File: src/rtl/program_mem.sv
// Program memory: a fetch port plus a streaming loader (IDLE -> LOAD -> DONE).
// Define PROG_MEM_PARITY_EN to store an even-parity bit per word and report parity_err on fetch.
module program_mem #(
  parameter int ADDR_W = 4,
  parameter int INST_W = 16
) (
  input  logic              clk,
  input  logic              reset,
  input  logic              fetch_req,
  input  logic [ADDR_W-1:0] fetch_addr,
  output logic              fetch_ready,
  output logic [INST_W-1:0] instruction,
  output logic              fetch_valid,
  input  logic              load_start,
  input  logic              load_valid,
  input  logic [INST_W-1:0] load_data,
  input  logic              load_last,
  output logic              load_ready,
`ifdef PROG_MEM_PARITY_EN
  output logic              load_done,
  output logic              parity_err
`else
  output logic              load_done
`endif
);

  localparam int DEPTH = 1 << ADDR_W;
`ifdef PROG_MEM_PARITY_EN
  localparam int MEM_W = INST_W + 1;
`else
  localparam int MEM_W = INST_W;
`endif

  typedef enum logic [1:0] {IDLE, LOAD, DONE} state_t;

  state_t            state_q, state_d;
  logic [ADDR_W-1:0] wptr_q, wptr_d;
  logic [MEM_W-1:0]  mem [DEPTH];
  logic [MEM_W-1:0]  wr_word, rd_word;
  logic              fetch_accept, wr_en, wptr_at_end;

  assign wptr_at_end = (wptr_q == {ADDR_W{1'b1}});
  assign rd_word     = mem[fetch_addr];

`ifdef PROG_MEM_PARITY_EN
  assign wr_word = {^load_data, load_data};
`else
  assign wr_word = load_data;
`endif

  always_comb begin
    state_d      = state_q;
    wptr_d       = wptr_q;
    fetch_ready  = 1'b0;
    load_ready   = 1'b0;
    load_done    = 1'b0;
    fetch_accept = 1'b0;
    wr_en        = 1'b0;
    case (state_q)
      IDLE: begin
        fetch_ready = 1'b1;
        // A load request wins over a same-cycle fetch; that fetch is dropped.
        if (load_start) begin
          state_d = LOAD;
          wptr_d  = '0;
        end else begin
          fetch_accept = fetch_req;
        end
      end
      LOAD: begin
        load_ready = 1'b1;
        if (load_valid) begin
          wr_en = 1'b1;
          if (load_last || wptr_at_end) state_d = DONE;
          // Saturate at the top word so a full-depth load never wraps.
          if (!wptr_at_end) wptr_d = wptr_q + 1'b1;
        end
      end
      DONE: begin
        load_done = 1'b1;
        state_d   = IDLE;
      end
      default: state_d = IDLE;
    endcase
  end

  always_ff @(posedge clk) begin
    if (reset) begin
      state_q <= IDLE;
      wptr_q  <= '0;
    end else begin
      state_q <= state_d;
      wptr_q  <= wptr_d;
    end
  end

  // Storage is deliberately not reset; a reset mid-load keeps what was written.
  always_ff @(posedge clk) begin
    if (wr_en && !reset) mem[wptr_q] <= wr_word;
  end

  always_ff @(posedge clk) begin
    if (reset) begin
      instruction <= '0;
      fetch_valid <= 1'b0;
    end else begin
      fetch_valid <= fetch_accept;
      if (fetch_accept) instruction <= rd_word[INST_W-1:0];
    end
  end

`ifdef PROG_MEM_PARITY_EN
  always_ff @(posedge clk) begin
    if (reset)             parity_err <= 1'b0;
    else if (fetch_accept) parity_err <= ^rd_word;
  end
`endif

`ifndef SYNTHESIS
  a_ready_excl: assert property (@(posedge clk) disable iff (reset)
    !(fetch_ready && load_ready));
  a_done_single: assert property (@(posedge clk) disable iff (reset)
    load_done |=> !load_done);
  a_no_fetch_in_load: assert property (@(posedge clk) disable iff (reset)
    load_ready |=> !fetch_valid);
`endif

endmodule

File: config.mk
export PLATFORM = sky130hd
export DESIGN_NAME = program_mem
export DESIGN_NICKNAME = d
export VERILOG_FILES = /design/src/rtl/program_mem.sv
export SDC_FILE = /design/constraint.sdc
export NUM_CORES = 1
export LEC_CHECK = 0
export BUFFER_PORTS_ARGS = -buffer_cell sky130_fd_sc_hd__buf_2
export CAP_MARGIN = 20
export CELL_PAD_IN_SITES_DETAIL_PLACEMENT = 0
export CELL_PAD_IN_SITES_GLOBAL_PLACEMENT = 2
export CORE_MARGIN = 1
export CORE_UTILIZATION = 35
export CTS_BUF_LIST = sky130_fd_sc_hd__clkbuf_8
export DETAILED_ROUTE_END_ITERATION = 10
export GPL_TIMING_DRIVEN = 0
export HOLD_SLACK_MARGIN = 0.05
export MAX_ROUTING_LAYER = met4
export PLACE_DENSITY_LB_ADDON = 0.1
export SYNTH_ARGS = -nofsm -noshare
export SYNTH_HDL_FRONTEND = slang
export SYNTH_SLANG_ARGS = --single-unit
File: constraint.sdc
create_clock -name clk -period 6 [get_ports clk]
set_clock_uncertainty 0.1 [all_clocks]
set_input_delay 1.2 -clock clk [delete_from_list [all_inputs] [get_ports clk]]
set_output_delay 1.2 -clock clk [all_outputs]
set_load 0.02 [all_outputs]
==> out/qor.txt, run 1 <==
I/O Pins - 46
Synth top area share - 0.718
Slew HR - 0.341
Gate power share - 0.051
Setup-failing EPs final - 0
R2r setup slk - 3.24 ns
H-tree levels - 2
Hold Path Depth - 2
RR Startpoint - state_q[0]
Worst r2r path cells - 6
Core area - 29900 sq um
Vias in the first global route - 5824
Clock Power Share - 0.391
Min-Delay Path Class - register to register
Reg clk slew, reported paths - 0.06 ns
Post-Syn Area - 10700 sq um
Startpoint types - input port
Critical path type - input port to register
Finished Core Util - 0.422
DRT Pass-1 Iters - 5
Hold buffers post-CTS - 0
Net Sw Power - 0.857 mW
Crit end category - register
Grt ovf - 0
Yosys reg bits - 279
Worst skew pair latency - 0.55 ns
Synth warn - 0
Outcome - complete, no violations
Share of cells above drive strength 1 - 0.271
Critical path arrival - 3.39 ns
Synth-to-Final Area Change - 17.6%
Final hold violations - 0
PostCTS Resize Cnt - 0
DIE AREA - 31300 sq um
Dominant cells by area after synthesis - edfxtp_1 72%, mux2i_1 7.6%, mux4_2 6.7%
Post-synthesis cell type count - 36
Largest net degree at the start of global routing - 17
TritonCTS clock tree - built
First-pass GRT wire length - 37900 um
Final estimated routing congestion in global placement - 0.752
Max Transition Viols Final - 0
Post-DR wirelength/cell - 23.5 um
Avg Inst Size Synth - 19.3 sq um
WHS Endpoint - instruction[2]
Tcrit/Tclk final - 0.539
Critical R2R Capture - mem[1][10]
Setup Buffers After CTS - 0
CTS Root Buffer Type - clkbuf_8
Initial antenna violation count - 1
Post-synth top area cell - edfxtp_1
Seq pwr share - 0.558
Most frequent cells in the layout - 256 x edfxtp_1, 81 x mux2i_1, 55 x buf_2, 51 x clkbuf_8
Seq/Total Area, Yosys - 0.761
Vias/cell - 5.05
Sw frac - 0.223
N_diodes - 0
Initial core utilization - 0.359
Worst slew pin tran - 0.983 ns
Post-DP HPWL - 17100 um
Initial DRC count - 341
Total Power - 3.83 mW
Via count - 5495
Die width - 177 um
Commonest non-fill, non-tap cell in the layout - edfxtp_1
Internal power - 2.98 mW
Achievable Freq - 309 MHz
Final hold slack - 0.385 ns
Total Nets Final - 696
Clk sink count - 279
Worst Hold Launch - instruction[2]
Leak Pwr - 4.33 nW
Total GRT Usage - 0.175
Port Buffers - 43
Max-cap viol count - 0
Drt drc - 0
Worst VDD drop - 0.115 mV
Syn nets - 585
Drt total wl - 25600 um
Final setup TNS - 0 ns
Core Rows - 63
CP max FO - 10
Total CTS buffers - 47
Post-Syn Instances - 555
Power Density - 304 nW/um^2
Antenna Nets Post-Route - 0
Final worst path period need - 3.23 ns
Die height - 177 um
Buffer levels on the longest clock path - 3
Critical Path RT - 6.15 ns
RSZ-0062 raised after global routing - false
-- power groups by stage --
stage | clock, mW | combinational (mW) | sequential [mW]
after floorplan | 0 | 0.104 | 2.19
after global placement | 0 | 0.195 | 2.18
after detailed placement | 0 | 0.200 | 2.18
after CTS | 1.54 | 0.200 | 2.14
after global routing | 1.62 | 0.214 | 2.14
final | 1.50 | 0.196 | 2.14
-- logic make-up (layout without fill, tap and decap cells) --
kind of cell	after synthesis	in the layout	share of synthesized area
simple gates	51	51	0.0265
buf+inv	35	178	0.0172
compound gates	73	73	0.0480
flops	279	279	0.761
fa+ha+maj	4	4	0.00467
mux	113	113	0.143
-- final cells by class --
cell class | count | area, sq um
tap | 390 | 488
timing repair buffer | 62 | 513
clock inverter | 30 | 126
fill | 2677 | 17300
buffer | 33 | 176
multi-input combinational | 241 | 2430
clock buffer | 51 | 702
inverter | 2 | 7.51
sequential | 279 | 8150
-- worst max path at each step --
stage,start,end,slack (ns)
floorplan,reset,mem[15][0],2.37
global placement,reset,mem[15][13],0.38
detailed placement,reset,mem[1][10],2.19
CTS,reset,mem[0][10],2.77
global route,reset,mem[1][10],2.57
finish,reset,mem[1][10],2.77
-- synthesized netlist by cell type --
cell	instances
o31ai_1	1
and2_1	1
nand3_1	2
a22oi_1	32
nor2_2	1
o21ai_1	14
or4b_1	1
nand2_1	9
inv_1	2
or4b_4	1
clkbuf_1	13
mux4_2	32
nor2b_4	1
or3_1	2
a31oi_1	2
o21ai_0	4
a32oi_1	16
nor4_1	2
nand2b_1	2
nor3_4	1
buf_6	3
buf_4	4
or4_1	1
mux2i_1	81
nor2_1	14
nor2b_1	5
buf_1	1
dfxtp_1	23
buf_2	12
a21oi_1	2
edfxtp_1	256
a21boi_1	1
nor3b_1	2
nor3_1	6
ha_1	4
o22ai_1	1
-- worst max-delay path, cell delays in order --
cell and delay [ns]:
buf_2 0.12, buf_1 0.28, nor3_1 0.46, nand2_1 0.26, nor3_2 0.78, buf_6 0.27
-- routing by layer --
| layer | vias up | track usage | share of wire |
|---|---|---|---|
| li1 | 2505 | - | - |
| met1 | 2830 | 0.232 | 0.45 |
| met2 | 120 | 0.280 | 0.49 |
| met3 | 40 | 0.0294 | 0.042 |
| met4 | 0 | 0.0463 | 0.017 |
| met5 | - | - | 0 |
-- metrics by stage --
step / cell area, sq um / worst slack [ns] / instances
6_report: 12600 / 2.77 / 1088
5_1_grt: 12600 / 2.57 / 1088
4_1_cts: 12600 / 2.77 / 1088
3_5_place_dp: 11800 / 2.19 / 1007
3_3_place_gp: 11400 / 0.379 / 988
2_1_floorplan: 10700 / 2.37 / 555
-- sequential cells by signal, summed over array words and instances (netlist names) --
signal	count
state_q	2
fetch_valid	1
mem	256
instruction	16
wptr_q	4
No activity file was read; power rests on OpenSTA's default activity.
==> run 2: changes to the inputs <==
ABC_AREA = 1   (was unset)
clock period = 3.1 ns   (was 6 ns; I/O delays follow)
==> out/qor.txt, run 2 <==
Outcome - complete, no violations
Total CTS buffers - 51 (+8.5%)
Biggest registers after layout - mem (256), instruction (16), wptr_q (4)
Post-synth top area cell - edfxtp_1
Via count - 8053 (+47%)
EDFF count, synth - 256 (unchanged)
Startpoint types - register
Final worst path period need - 2.70 ns
Final hold slack - 0.245 ns (-0.140 ns)
Critical path type - register to register
First-pass GRT wire length - 50700 um (+34%)
Core Rows - 67 (+6.3%)
I/O Pins - 46 (unchanged)
CP max FO - 16 (+6)
Area post-placement - 12800 sq um (+9.2%)
Largest net degree at the start of global routing - 17 (unchanged)
Grt ovf - 0 (unchanged)
Tcrit/Tclk final - 0.870
Post-place setup slack - 0.222 ns (-1.97 ns)
CTS Root Buffer Type - clkbuf_8
CP delay by family, top - simple AND/OR/NAND/NOR gates
Avg Inst Size Synth - 10.2 sq um (-47%)
Max FFs per register - 256 (unchanged)
Syn nets - 1198 (+100%)
Drt drc - 0 (unchanged)
Power Density - 569 nW/um^2 (+87%)
Asr flop ratio synth - 0 (unchanged)
Most frequent cells in the layout - 420 x nand2_1, 256 x edfxtp_1, 181 x nand3_1, 178 x inv_1, 66 x buf_2
Die height - 186 um (+5.3%)
Hold buffers post-CTS - 0 (unchanged)
Worst path max stage delay - 0.80 ns (+0.02 ns)
Worst skew pair latency - 0.58 ns (+0.03 ns)
RSZ-0062 raised after global routing - false
Final setup TNS - 0 ns (unchanged)
DRT Pass-1 Iters - 5 (unchanged)
Commonest non-fill, non-tap cell in the layout - nand2_1
Port Buffers - 43 (unchanged)
Die width - 186 um (+5.3%)
Vias/cell - 4.57 (-9.5%)
TritonCTS clock tree - built
Post-Syn Area - 11900 sq um (+11%)
Reg with most FFs - mem
Finished Core Util - 0.411 (-0.0110)
Post-Syn Instances - 1168 (+110%)
Initial antenna violation count - 3 (+2)
Share of cells above drive strength 1 - 0.133 (-0.137)
Slowest cell on the critical path - nor2_2
Cell area after layout - 13700 sq um (+9.0%)
Buf/Inv on CP - 2 (-1)
Clk sink count - 279 (unchanged)
Vias in the first global route - 7851 (+35%)
Reg clk slew, reported paths - 0.06 ns (about the same)
Leak Pwr - 5.87 nW (+36%)
Post-synthesis cell type count - 19 (-47%)
Post-DR wirelength/cell - 19.8 um (-16%)
Area of the multi-input gates - 2850 sq um (+17%)
DIE AREA - 34700 sq um (+11%)
Synth-to-Final Area Change - 15.6%
H-tree levels - 2 (unchanged)
Total Power - 7.82 mW (+100%)
Setup Buffers After CTS - 0 (unchanged)
Achievable Freq - 371 MHz
Setup WS post-layout - 0.403 ns (-2.36 ns)
Max-cap viol count - 0 (unchanged)
Buffer levels on the longest clock path - 3 (unchanged)
Total Nets Final - 1304 (+87%)
Setup-failing EPs final - 0 (unchanged)
Crit end category - register
Commonest cells in the netlist - 420 x nand2_1, 256 x edfxtp_1, 181 x nand3_1
Yosys reg bits - 279 (unchanged)
Storage element area - 8150 sq um (unchanged)
Final estimated routing congestion in global placement - 0.792 (+5.3%)
Initial DRC count - 533 (+56%)
Critical path arrival - 2.78 ns (-0.61 ns)
Top-count cell post-synth - nand2_1
Synth warn - 0 (unchanged)
PostCTS Resize Cnt - 0 (unchanged)
Slew HR - 0.359 (+0.0180)
Dominant cells by area after synthesis - edfxtp_1 65%, nand2_1 13%, nand3_1 7.6%
Crit path cell chain - nand2_1, inv_1, nand3_1, inv_1, nand2_1, nor2_2
Min-Delay Path Class - input port to register
Final hold violations - 0 (unchanged)
Critical Path RT - 3.18 ns (-2.97 ns)
Antenna Nets Post-Route - 0 (unchanged)
Post-DP HPWL - 23500 um (+38%)
Synth top area share - 0.647 (-0.0707)
Most used DFF post-synth - edfxtp_1
Seq/Total Area, Yosys - 0.686 (-0.0750)
Total GRT Usage - 0.217 (+0.0413)
Worst VDD drop - 0.369 mV (+220%)
# placed instances - 1669 (+66%)
Fin cells - 1762 (+62%)
Drt total wl - 34900 um (+36%)
Worst slew pin tran - 0.960 ns (-0.0227 ns)
R2r setup slk - 0.40 ns (-2.84 ns)
Max Transition Viols Final - 0 (unchanged)
Core area - 33400 sq um (+12%)
Number of fill cells - 3300 (+23%)
Initial core utilization - 0.355 (-0.00329)
[run 2: changes by cell type after synthesis, moves of 16 or more]
cell	previous run	this run
a32oi_1	16	0
mux4_2	32	0
inv_1	2	160
mux2i_1	81	0
nand3_1	2	181
nand2_1	9	420
nor2_1	14	51
a22oi_1	32	0
[run 2: metal layers]
metal / up-vias / part of all wire / GRT usage / wire (um)
li1: 4000 / - / - / -
met1: 3807 / 0.46 / 0.287 / 16000
met2: 177 / 0.47 / 0.341 / 16400
met3: 69 / 0.042 / 0.0317 / 1460
met4: 0 / 0.029 / 0.0721 / 1000
met5: - / 0 / - / 0
[run 2: kinds of logic after synthesis]
logic type                 after synthesis  share of synthesized area
buffers and inverters                  219                     0.0786
xor gates and xnor gates                 1                   0.000737
and+or+nand+nor                        657                      0.227
DFF                                    279                      0.686
adders and majority gates                4                    0.00421
AOI/OAI and AO/OA                        8                    0.00358
[run 2: worst paths after layout]
kind | from | cells past startpoint | to
max reg2reg | state_q[0] | 6 | mem[10][4]
min | fetch_req | 3 | fetch_valid
min reg2reg | wptr_q[1] | 2 | wptr_q[1]
max | state_q[0] | 6 | mem[10][4]
[run 2: power breakdown]
part | total (mW) | internal, mW | switching (mW)
Clock | 3.07 | 1.57 | 1.50
Sequential | 4.15 | 4.14 | 0.0165
Combinational | 0.593 | 0.155 | 0.438
[run 2: cell type report]
| type | count | share of cell area |
|---|---|---|
| flip-flops and latches | 279 | 0.593 |
| well taps | 448 | 0.0408 |
| diodes | 1 | 0.000182 |
| inverters | 163 | 0.0445 |
| multi-input cells | 670 | 0.207 |
| plain buffers | 56 | 0.0234 |
| clock buffers | 53 | 0.0531 |
| repair buffers | 53 | 0.0258 |
| clock inverters | 39 | 0.0115 |
[run 2: worst min-delay path, stage by stage]
cell and delay (ns):
buf_2 0.09, nand3_1 0.10, nor2_1 0.05
